### config.mk
export PLATFORM = sky130hd
export DESIGN_NAME = bsg_dff_chain_tap_en
export DESIGN_NICKNAME = d
export VERILOG_FILES = /design/src/rtl/bsg_dff_chain_tap_en.sv
export SDC_FILE = /design/constraint.sdc
export NUM_CORES = 1
export LEC_CHECK = 0
export CAP_MARGIN = 5
export CELL_PAD_IN_SITES_DETAIL_PLACEMENT = 0
export CELL_PAD_IN_SITES_GLOBAL_PLACEMENT = 1
export CORE_MARGIN = 4
export CORE_UTILIZATION = 40
export CTS_CLUSTER_SIZE = 8
export DETAILED_ROUTE_END_ITERATION = 8
export PLACE_DENSITY_LB_ADDON = 0.12
export SLEW_MARGIN = 20
export SYNTH_ARGS = -nofsm -noshare
export SYNTH_HDL_FRONTEND = slang
export SYNTH_SLANG_ARGS = --single-unit
export TNS_END_PERCENT = 20
### constraint.sdc
create_clock -name clk_i -period 3.9 [get_ports clk_i]
set_input_delay 0.39 -clock clk_i [delete_from_list [all_inputs] [get_ports clk_i]]
set_output_delay 0.39 -clock clk_i [all_outputs]
set_load 0.1 [all_outputs]
### src/rtl/bsg_dff_chain_tap_en.sv
// Delay line of {valid, data} stages with stall, flush, a runtime output tap
// and a registered occupancy count. Zero stages collapses to a wire.
module bsg_dff_chain_tap_en #(
    parameter int unsigned width_p      = 27,
    parameter int unsigned max_stages_p = 4,
    parameter bit          gate_data_p  = 1'b0,
    localparam int unsigned tap_width_lp = (max_stages_p == 0) ? 1 : $clog2(max_stages_p + 1)
) (
    input  logic                    clk_i,
    input  logic                    reset_i,
    input  logic                    en_i,
    input  logic                    flush_i,
    input  logic                    v_i,
    input  logic [width_p-1:0]      data_i,
    input  logic [tap_width_lp-1:0] tap_i,
    output logic                    v_o,
    output logic [width_p-1:0]      data_o,
    output logic [tap_width_lp-1:0] cnt_o
);

    if (max_stages_p == 0) begin : g_wire
        assign v_o    = v_i;
        assign data_o = data_i;
        assign cnt_o  = '0;

        logic unused_ctrl;
        assign unused_ctrl = ^{clk_i, reset_i, en_i, flush_i, tap_i};
    end else begin : g_chain
        localparam int d_lp = int'(max_stages_p);

        logic [d_lp:1]             v_q, v_d;
        logic [width_p-1:0]        data_q [1:d_lp];
        logic [width_p-1:0]        data_d [1:d_lp];
        logic [tap_width_lp-1:0]   cnt_q, cnt_d;
        logic [tap_width_lp-1:0]   tap_clamped;

        // Stage 0 is the live input; stages 1..D are the registers.
        logic [d_lp:0]             v_s;
        logic [width_p-1:0]        data_s [0:d_lp];

        assign v_s = {v_q, v_i};

        always_comb begin
            data_s[0] = data_i;
            for (int k = 1; k <= d_lp; k++) begin
                data_s[k] = data_q[k];
            end
        end

        // Flush beats advance; stall holds everything.
        always_comb begin
            v_d    = v_q;
            data_d = data_q;
            cnt_d  = cnt_q;
            if (flush_i) begin
                v_d   = '0;
                cnt_d = '0;
            end else if (en_i) begin
                v_d = v_s[d_lp-1:0];
                for (int k = 1; k <= d_lp; k++) begin
                    if (!gate_data_p || v_s[k-1]) begin
                        data_d[k] = data_s[k-1];
                    end
                end
                cnt_d = cnt_q + tap_width_lp'(v_i) - tap_width_lp'(v_q[d_lp]);
            end
        end

        always_ff @(posedge clk_i or posedge reset_i) begin
            if (reset_i) begin
                v_q   <= '0;
                cnt_q <= '0;
                for (int k = 1; k <= d_lp; k++) begin
                    data_q[k] <= '0;
                end
            end else begin
                v_q    <= v_d;
                data_q <= data_d;
                cnt_q  <= cnt_d;
            end
        end

        always_comb begin
            tap_clamped = (tap_i > tap_width_lp'(d_lp)) ? tap_width_lp'(d_lp) : tap_i;
            v_o         = v_s[tap_clamped];
            data_o      = data_s[tap_clamped];
        end

        assign cnt_o = cnt_q;
    end

endmodule

==> impl_results.html <==
<table>
<tr><th>Metric</th><th>Value</th></tr>
<tr><th colspan="2">Timing</th></tr>
<tr><td>Number of hold violations in the final report</td><td>0</td></tr>
<tr><td>Setup clock skew after layout</td><td>15.1 ps</td></tr>
<tr><td>Fin Setup TNS</td><td>0 ps</td></tr>
<tr><td>Post-route fraction of the period consumed by the critical path</td><td>77.9%</td></tr>
<tr><td>Final-report max-slew violation count</td><td>0</td></tr>
<tr><td>Slew at the pin with the worst max-slew slack</td><td>969 ps</td></tr>
<tr><td>Final setup viols</td><td>0</td></tr>
<tr><td>Slew Limit Headroom</td><td>35.2%</td></tr>
<tr><td>Worst hold slack</td><td>430 ps</td></tr>
<tr><td>Max Clk Rate</td><td>0.329 GHz</td></tr>
<tr><td>Unrepaired setup endpoints after global routing</td><td>no</td></tr>
<tr><td>Final critical path time including I/O delays and setup</td><td>3040 ps</td></tr>
<tr><th colspan="2">Final layout</th></tr>
<tr><td>Multi-input logic area</td><td>2190 sq um</td></tr>
<tr><td>Final net count</td><td>522</td></tr>
<tr><td>Area Growth Syn to Fin</td><td>29.9%</td></tr>
<tr><td>Number of fill cells in the layout</td><td>1135</td></tr>
<tr><td>Number of inserted diodes</td><td>0</td></tr>
<tr><td>Share of layout cells above drive strength 1</td><td>30.8%</td></tr>
<tr><td>Reg area</td><td>2880 sq um</td></tr>
<tr><th colspan="2">Run</th></tr>
<tr><td>Number of violations of the max-capacitance limit</td><td>0</td></tr>
<tr><th colspan="2">Floorplanning</th></tr>
<tr><td>Starting density of the core</td><td>40.8%</td></tr>
<tr><td>Die Outline Area</td><td>15400 sq um</td></tr>
<tr><td>Floorplan Core Area</td><td>13200 sq um</td></tr>
<tr><td>Site row count</td><td>42</td></tr>
<tr><td>Io pins</td><td>66</td></tr>
<tr><td>Chip width</td><td>124 um</td></tr>
<tr><td>Die span in y</td><td>124 um</td></tr>
<tr><th colspan="2">Routing</th></tr>
<tr><td>Number of DRC violations after detailed-routing iteration 0</td><td>342</td></tr>
<tr><td>Vias</td><td>3494</td></tr>
<tr><td>Overall routed net length</td><td>11.2 mm</td></tr>
<tr><td>Antenna-violating nets left</td><td>0</td></tr>
<tr><td>Count of TritonRoute iterations in the first routing pass</td><td>7</td></tr>
<tr><td>Detailed-route DRC error count</td><td>0</td></tr>
<tr><td>Routed wirelength normalized by instance count</td><td>16.6 um</td></tr>
<tr><td>Vias per cell</td><td>5.20</td></tr>
<tr><th colspan="2">Global routing</th></tr>
<tr><td>Pin count of the biggest net entering global routing</td><td>111</td></tr>
<tr><td>Initial antenna violation count</td><td>0</td></tr>
<tr><td>Number of global-route vias before repair</td><td>3505</td></tr>
<tr><td>Total routing resource utilization after global routing</td><td>15.8%</td></tr>
<tr><td>Final global-route overflow total</td><td>0</td></tr>
<tr><td>First-pass GRT wire length</td><td>18.5 mm</td></tr>
<tr><th colspan="2">Critical path</th></tr>
<tr><td>CP Data Required Time</td><td>3510 ps</td></tr>
<tr><td>Critical Path Fanout Max</td><td>24</td></tr>
<tr><td>Startpoint types</td><td>input port</td></tr>
<tr><td>Arrival time at the worst endpoint</td><td>2650 ps</td></tr>
<tr><td>Critical Path End Type</td><td>output port</td></tr>
<tr><td>Crit Path Category</td><td>in -&gt; out</td></tr>
<tr><th colspan="2">Synthesis</th></tr>
<tr><td>Leading area contributor after synthesis</td><td>dfrtp_1</td></tr>
<tr><td>Avg Cell Area, Syn</td><td>12.7 sq um</td></tr>
<tr><td>Post-synth EDFFs</td><td>0</td></tr>
<tr><td>Share of async-settable or async-resettable flops after synthesis</td><td>100%</td></tr>
<tr><td>Share of the yosys chip area belonging to registers</td><td>53.5%</td></tr>
<tr><td>Cells after Synth</td><td>422</td></tr>
<tr><td>Main flop type after synthesis</td><td>dfrtp_1</td></tr>
<tr><td>Warnings, synthesis</td><td>0</td></tr>
<tr><td>Top cells by area, synth</td><td>dfrtp_1, mux2_2, mux2i_1</td></tr>
<tr><td>Number of synthesized register bits</td><td>115</td></tr>
<tr><td>Dominant cell by count in the synthesized netlist</td><td>dfrtp_1</td></tr>
<tr><td>Combined area of all synthesized cells</td><td>5380 sq um</td></tr>
<tr><td>Number of different library cells in the post-synthesis netlist</td><td>22</td></tr>
<tr><td>Post-Synthesis Net Count</td><td>460</td></tr>
<tr><td>Synth top area share</td><td>53.5%</td></tr>
<tr><td>Most used standard cells in the synthesized netlist</td><td>dfrtp_1, mux2_2, mux2i_1, inv_1, a222oi_1</td></tr>
<tr><th colspan="2">CTS</th></tr>
<tr><td>CTS Hold Bufs</td><td>0</td></tr>
<tr><td>Maximum clock path buffer count</td><td>2</td></tr>
<tr><td>Total number of H-tree levels</td><td>4</td></tr>
<tr><td>TritonCTS clock tree</td><td>built</td></tr>
<tr><td>Number of resized instances in the post-cts repair step</td><td>0</td></tr>
<tr><td>Clk_lat worst skew</td><td>410 ps</td></tr>
<tr><td>Post-CTS clock slew at the launch and capture registers of the worst setup and hold paths</td><td>50 ps</td></tr>
<tr><td>Buffers inserted during post-CTS setup optimization</td><td>0</td></tr>
<tr><td>Num Clock Sinks</td><td>115</td></tr>
<tr><td>Clock Root Buffer</td><td>clkbuf_16</td></tr>
<tr><td>TritonCTS buffer count</td><td>17</td></tr>
<tr><th colspan="2">Power</th></tr>
<tr><td>Power density over the cells</td><td>637 nW/um^2</td></tr>
<tr><td>Overall power after layout</td><td>0.00445 W</td></tr>
<tr><td>Leakage power</td><td>3.18 nW</td></tr>
<tr><td>Maximum VDD drop</td><td>289 uV</td></tr>
<tr><th colspan="2">Place</th></tr>
<tr><td>DP HPWL</td><td>6.91 mm</td></tr>
<tr><td>Final Wtd Congestion</td><td>0.746</td></tr>
<tr><td>Number of buffer cells added on primary ports</td><td>65</td></tr>
<tr><th colspan="2">Status</th></tr>
<tr><td>Outcome</td><td>complete, no violations</td></tr>
<tr><th colspan="2">Min path</th></tr>
<tr><td>Path class of the lowest-slack min-delay path</td><td>in -&gt; async</td></tr>
</table>
==> cells in the final DEF (no fill, tap or decap), types with 7 or more instances in the layout <==
master           synthesis  final
nor2_1                   8      7
clkbuf_16                0     17
buf_12                   0     30
dfrtp_1                115    115
a222oi_1                28     28
inv_1                   33     32
nand2_1                 27     27
mux2_2                  81     81
buf_4                   11      7
clkdlybuf4s50_1          0     36
clkbuf_8                 0      7
o21ai_0                 27     27
mux2i_1                 62     62
==> area by class of cell <==
class / instances / area share, %
multi-input cells: 243 / 31.3
clock inverters: 4 / 0.287
flip-flops and latches: 115 / 41.2
repair buffers: 74 / 14.6
well taps: 176 / 3.15
inverters: 33 / 1.81
clock buffers: 27 / 7.63
==> per-layer routing <==
layer	global-route usage, %	vias to the layer above	wire (um)
met5	0	-	0
met4	6.84	0	182
met3	4.45	15	554
met2	23.4	88	5170
met1	21.7	1744	5270
li1	-	1647	-
==> cells by family after synthesis <==
logic type,synth area share (%)
muxes,28.5
DFF,53.5
buffers and inverters,6.10
AOI/OAI and AO/OA,7.98
and+or+nand+nor,2.91
adders and majority gates,0.838
xor gates and xnor gates,0.163
==> power breakdown <==
| part | internal (W) | switching (W) |
|---|---|---|
| Sequential | 0.00148 | 0.000166 |
| Combinational | 0.000572 | 0.000813 |
| Clock | 0.000921 | 0.000492 |
==> sequential cells by signal, summed over array words and instances, names as in the netlist <==
name            cells
cnt_o               3
g_chain.data_q    108
g_chain.v_q         4
==> worst max-delay path, cell delays in order <==
cell	delay, ps
clkdlybuf4s50_1	640
buf_4	390
nor2b_2	220
buf_4	270
a222oi_1	480
buf_12	250
==> metrics by stage <==
| step | area [sq um] | std cells | worst slack (ps) | utilization, % |
|---|---|---|---|---|
| floorplan | 5380 | 422 | 192 | - |
| global placement | 6430 | 641 | 868 | 48.7 |
| detailed placement | 6430 | 641 | 888 | 48.7 |
| CTS | 6980 | 672 | 867 | 52.9 |
| global route | 6980 | 672 | 767 | 52.9 |
| finish | 6980 | 672 | 863 | 52.9 |
==> worst paths after layout <==
kind	start	endpoint	slack, ps	cells after the start
max	tap_i[2]	v_o	860	6
min	reset_i	g_chain.data_q[101]	430	2
max reg2reg	cnt_o[0]	cnt_o[2]	1970	9
min reg2reg	g_chain.data_q[42]	g_chain.data_q[15]	500	2
max in group asynchronous	reset_i	g_chain.data_q[15]	2570	3
min in group clk_i	g_chain.data_q[42]	g_chain.data_q[15]	500	2
No activity file was read; power rests on OpenSTA's default activity.
==> patch 1, RTL diff (same flow settings) <==
Reset style: synchronous (`reset_i`), changed in one clocked block.
--- a/src/rtl/bsg_dff_chain_tap_en.sv
+++ b/src/rtl/bsg_dff_chain_tap_en.sv
@@ -66,7 +66,7 @@
             end
         end
 
-        always_ff @(posedge clk_i or posedge reset_i) begin
+        always_ff @(posedge clk_i) begin
             if (reset_i) begin
                 v_q   <= '0;
                 cnt_q <= '0;
Function: differs if reset_i is asserted again (counterexample within 4 cycles, from zero or initial values and one cycle with reset_i high); with reset_i held inactive, the same outputs for 4 cycles.
==> patch 1 against the original RTL <==
  * Area after synthesis down 5.3%
  * Count of clock-buffer cells in the layout unchanged
  * Sequential cell count unchanged
  * Sequential share of layout area down 5.5 points
  * First-iteration DRC count up 37%
  * Die area down 4.9%
  * Cell area down 7.8%
  * Setup slack better by 570 ps
  * Core utilization down 0.41 points
  * Wire length up 11%
  * Global-route usage up 2.0 points
  * Critical path depth down 2
  * Critical endpoint is now data_o[2]
Power is not compared: it rests on default switching activity, and its combinational part moved more than twofold at a synthesized area within 25%.
==> patch 1: results (changes against the original RTL) <==
stage;metric;value;unit;change
layout;Nets;711;;was 522
sta;skew final;7.345;ps;was 15.12 ps
logic_synthesis;top_reg_cell synth;dfxtp_1;;was dfrtp_1
route;wire per inst;14.49;µm;was 16.62 µm
run_status;status;complete, no violations;;unchanged
route;met3 wire len;595;µm;was 554 µm
worst_setup_path;max incr delay on CP;670;ps;was 640 ps
placed_design;dpl ws;1450;ps;was 888.3 ps
logic_synthesis;syn nets;671;;was 460
layout;#MultiIn Comb;433;;was 243
global_routing;largest net degree at the start of global routing;109;;was 111
layout;Non-clk bufs;73;;was 74
logic_synthesis;synth cell count leaders;216 x nand2_1, 115 x dfxtp_1, 108 x a21oi_1, 62 x mux2i_1, 33 x inv_1;;was 115 x dfrtp_1, 81 x mux2_2, 62 x mux2i_1, 33 x inv_1, 28 x a222oi_1
route;met2 wire length;5.744;mm;was 5.166 mm
placed_design;dpl cells;822;;was 641
layout;fillers;1160;;was 1135
layout;Reg area;2302;µm²;was 2878 µm²
route;drt pass-1 iters;6;;was 7
layout;area occupied by multi-input gates;2411;µm²;was 2187 µm²
route;via count;4392;;was 3494
logic_synthesis;syn avg cell area;8.047;µm²;was 12.74 µm²
worst_setup_path;Crit. Startpoint;tap_i[1];;was tap_i[2]
layout;layout cell share with drive strength beyond 1;0.1066;;was 0.3085
worst_setup_path;R2R Setup Slk;2050;ps;was 1970 ps
worst_setup_path;RR Startpoint;cnt_o[0];;unchanged
placed_design;detailed placement HPWL;7.323;mm;was 6.910 mm
logic_synthesis;Synth area leaders;dfxtp_1 45%, nand2_1 16%, mux2i_1 12%;;was dfrtp_1 54%, mux2_2 17%, mux2i_1 12%
sta;worst hold slack;450.8;ps;was 429.7 ps
logic_synthesis;share of the yosys chip area belonging to registers;0.4520;;was 0.5351
layout;Clock buf/inv share;0.08586;;was 0.07920
sta;Max-Slew Margin vs Limit;0.3539;;was 0.3522
pwr;peak supply drop;0.2751;mV;
worst_hold_path;Worst Hold Class;reg -> reg;;was in -> async
route;met1 WL;5.858;mm;was 5.266 mm
placed_design;placed cell areas;5888;µm²;was 6430 µm²
logic_synthesis;Synth top area share;0.4520;;was 0.5351
global_routing;vias in the first global route;4192;;was 3505
logic_synthesis;Synth cell types;20;;was 22
route;initial DRC count;468;;was 342
global_routing;first-pass GRT wire length;20.89;mm;was 18.45 mm
worst_setup_path;Arr. time, crit path;2070;ps;was 2650 ps
placed_design;gpl congestion;0.7464;;was 0.7463
worst_setup_path;Slowest cell on crit path;nor2b_4;;was clkdlybuf4s50_1
sta;crit path time final;2464;ps;was 3037 ps
layout;buffering overhead;0.1305;;was 0.1459
worst_setup_path;Crit Path Max Fanout;28;;was 24
global_routing;gr usage total;0.1782;;was 0.1580
[patch 1: final timing paths]
check,to,cells after the start
max,data_o[2],4
min,g_chain.data_q[24],2
max reg2reg,cnt_o[2],8
min reg2reg,g_chain.data_q[24],2
[patch 1: cell families after synthesis]
| logic type | synth area share |
|---|---|
| DFF | 0.4520 |
| buffers and inverters | 0.08008 |
| adders and majority gates | 0.008842 |
| AOI/OAI and AO/OA | 0.1643 |
| xor gates and xnor gates | 0.001720 |
| and+or+nand+nor | 0.1712 |
| muxes | 0.1218 |
[patch 1: critical path: cells and delay by family]
| family | cells | cell delay [ps] |
|---|---|---|
| compound gates | 1 | 250 |
| buf+inv | 2 | 730 |
| simple gates | 1 | 670 |
[patch 1: metal layers]
| metal | global-route usage | vias up |
|---|---|---|
| met4 | 0.06374 | 0 |
| li1 | - | 2210 |
| met5 | 0 | - |
| met2 | 0.2779 | 111 |
| met1 | 0.2404 | 2054 |
| met3 | 0.04256 | 17 |
==> patch 2, RTL diff (same settings) <==
Made on the original files. Change the parameter `gate_data_p` from 1'b0 to 1'b1.
--- a/src/rtl/bsg_dff_chain_tap_en.sv
+++ b/src/rtl/bsg_dff_chain_tap_en.sv
@@ -3,7 +3,7 @@
 module bsg_dff_chain_tap_en #(
     parameter int unsigned width_p      = 27,
     parameter int unsigned max_stages_p = 4,
-    parameter bit          gate_data_p  = 1'b0,
+    parameter bit          gate_data_p  = 1'b1,
     localparam int unsigned tap_width_lp = (max_stages_p == 0) ? 1 : $clog2(max_stages_p + 1)
 ) (
     input  logic                    clk_i,
Formal check against the unedited RTL: not equivalent (a bounded check fails within 4 cycles, from zero or initial values and one cycle with reset_i high).
==> patch 2 against the original RTL <==
  * Power down 11%
  * Combinational power fell by 31%
  * First-iteration DRC count is 26% lower
  * Setup slack worse by 35 ps
  * Wire length up 14%
  * Count of clock-buffer cells in the layout is the same
  * Core utilization is 1.8 points lower
  * Sequential cell count is the same
  * Area after synthesis grew 9.9%
  * Cell area rose by 6.0%
  * Fmax decreased by 1.1%
==> patch 2: results (changes against the original RTL) <==
stage;metric;value;unit;change
clock_network;# resized after CTS;0;;unchanged
layout;ANT cells;0;;unchanged
logic_synthesis;Synth cell types;22;;unchanged
logic_synthesis;syn nets;431;;was 460
layout;max reg flops;108;;unchanged
placed_design;placed cell areas;6873;µm²;was 6430 µm²
sta;Least-Margin Pin Slew;1062;ps;was 968.7 ps
clock_network;clock root cell;clkbuf_16;;unchanged
route;Vias/cell;5.262;;was 5.199
logic_synthesis;synth cell count leaders;115 x dfrtp_1, 80 x mux2_4, 62 x mux2i_1, 33 x inv_1;;was 115 x dfrtp_1, 81 x mux2_2, 62 x mux2i_1, 33 x inv_1, 28 x a222oi_1
placed_design;Buffers on Ports;65;;unchanged
global_routing;first-pass GRT wire length;20.50;mm;was 18.45 mm
route;initial DRC count;254;;was 342
logic_synthesis;Post-synth ARST share;1.000;;unchanged
worst_setup_path;RR Startpoint;cnt_o[0];;unchanged
worst_hold_path;hold-critical path depth;1;;
route;wire per inst;19.41;µm;was 16.62 µm
global_routing;gr usage total;0.1607;;was 0.1580
placed_design;dpl cells;624;;was 641
run_status;status;complete, no violations;;unchanged
layout;layout cell share with drive strength beyond 1;0.3814;;was 0.3085
clock_network;Hold Buf Count CTS;0;;unchanged
logic_synthesis;Synth area leaders;dfrtp_1 49%, mux2_4 20%, mux2i_1 11%;;was dfrtp_1 54%, mux2_2 17%, mux2i_1 12%
layout;Nets;497;;was 522
global_routing;vias in the first global route;3707;;was 3505
clock_network;Num CTS Buffers;17;;unchanged
worst_setup_path;Crit Path Max Fanout;30;;was 24
placed_design;detailed placement HPWL;7.598;mm;was 6.910 mm
worst_setup_path;Arr. time, crit path;2680;ps;was 2650 ps
route;drt pass-1 iters;7;;unchanged
global_routing;initial antenna violation count;0;;unchanged
clock_network;H-tree depth;4;;unchanged
worst_setup_path;R2R Setup Slk;1980;ps;
pwr;peak supply drop;0.3057;mV;was 0.2889 mV
worst_setup_path;reg2reg end;cnt_o[2];;unchanged
pwr;static leakage;0.003679;µW;was 0.003184 µW
placed_design;gpl congestion;0.7443;;was 0.7463
logic_synthesis;share of the yosys chip area belonging to registers;0.4870;;was 0.5351
logic_synthesis;Mapped Cells;393;;was 422
worst_hold_path;min-delay src;g_chain.data_q[12];;
global_routing;largest net degree at the start of global routing;74;;was 111
clock_network;Worst-path clk slew;50;ps;about the same
worst_setup_path;R2R depth;9;;unchanged
clock_network;Max Buffers Root-to-Sink;2;;unchanged
layout;Biggest register;g_chain.data_q;;unchanged
sta;skew final;7.819;ps;was 15.12 ps
clock_network;clk_lat worst skew;400;ps;
route;DRT Wirelength;12.74;mm;was 11.17 mm
clock_network;# Post-CTS Setup Buffers;0;;unchanged
worst_hold_path;hold path endpoint;g_chain.data_q[12];;
logic_synthesis;Warnings, synthesis;0;;unchanged
worst_hold_path;Worst Hold Class;reg -> reg;;was in -> async
sta;Pins Over Slew Limit;0;;unchanged
## patch 2: cell types whose count changed after synthesis, moves of 2 or more
cell     before  now
mux2_4        0   80
mux2_2       81   28
nand2_1      27    0
o21ai_0      27    0
buf_12        0    9
buf_4        11    2
buf_2         6    2
nand2_8       0    4
buf_6         2    4
buf_8         2    0
## patch 2: worst max-delay path, cell delays in order
cell             delay, ps
clkdlybuf4s50_1        420
buf_4                  270
nor2b_2                870
buf_4                  340
a222oi_1               140
buf_12                 260
## patch 2: area by class of cell
class	count	area, µm²
fill	1235	7078
sequential	115	2878
multi-input combinational	220	2635
timing repair buffer	72	1003
clock buffer	27	503.0
tap	184	230.2
inverter	33	126.4
clock inverter	5	25.02
## patch 2: cell families (layout without fill, tap and decap cells)
kind of cell | Yosys count | after routing | share of synthesized area
xor+xnor | 1 | 1 | 0.001482
simple gates | 16 | 16 | 0.02414
buf+inv | 58 | 137 | 0.06839
mux | 170 | 170 | 0.3616
compound gates | 30 | 30 | 0.04976
flops | 115 | 115 | 0.4870
fa+ha+maj | 3 | 3 | 0.007622
## patch 2: how the worst max path moves through the flow
stage / start / to / cells past startpoint
4_1_cts: tap_i[2] / data_o[5] / 6
3_3_place_gp: tap_i[2] / data_o[5] / 6
5_1_grt: tap_i[2] / data_o[5] / 6
6_report: tap_i[2] / data_o[5] / 6
2_1_floorplan: tap_i[2] / data_o[11] / 5
3_5_place_dp: tap_i[2] / data_o[5] / 6
## patch 2: per-stage QoR
step	setup slack (ps)	hold WS, ps	power [µW]
2_1_floorplan	191.0	479.3	2340
3_3_place_gp	911.4	492.3	2568
3_5_place_dp	804.3	492.2	2586
4_1_cts	785.9	507.1	3991
5_1_grt	732.8	515.4	4132
6_report	828.1	504.3	3947
## patch 2: power by group
part           total (µW)  internal [µW]  switching, µW
sequential           1600           1430            177
clock                1380            873            512
combinational         958            499            458
total                3950           2800           1150
## patch 2: metal layers
layer / track usage / part of all wire
met1: 0.2195 / 0.48
met2: 0.2448 / 0.46
met3: 0.05111 / 0.046
met4: 0.05073 / 0.010
met5: 0 / 0
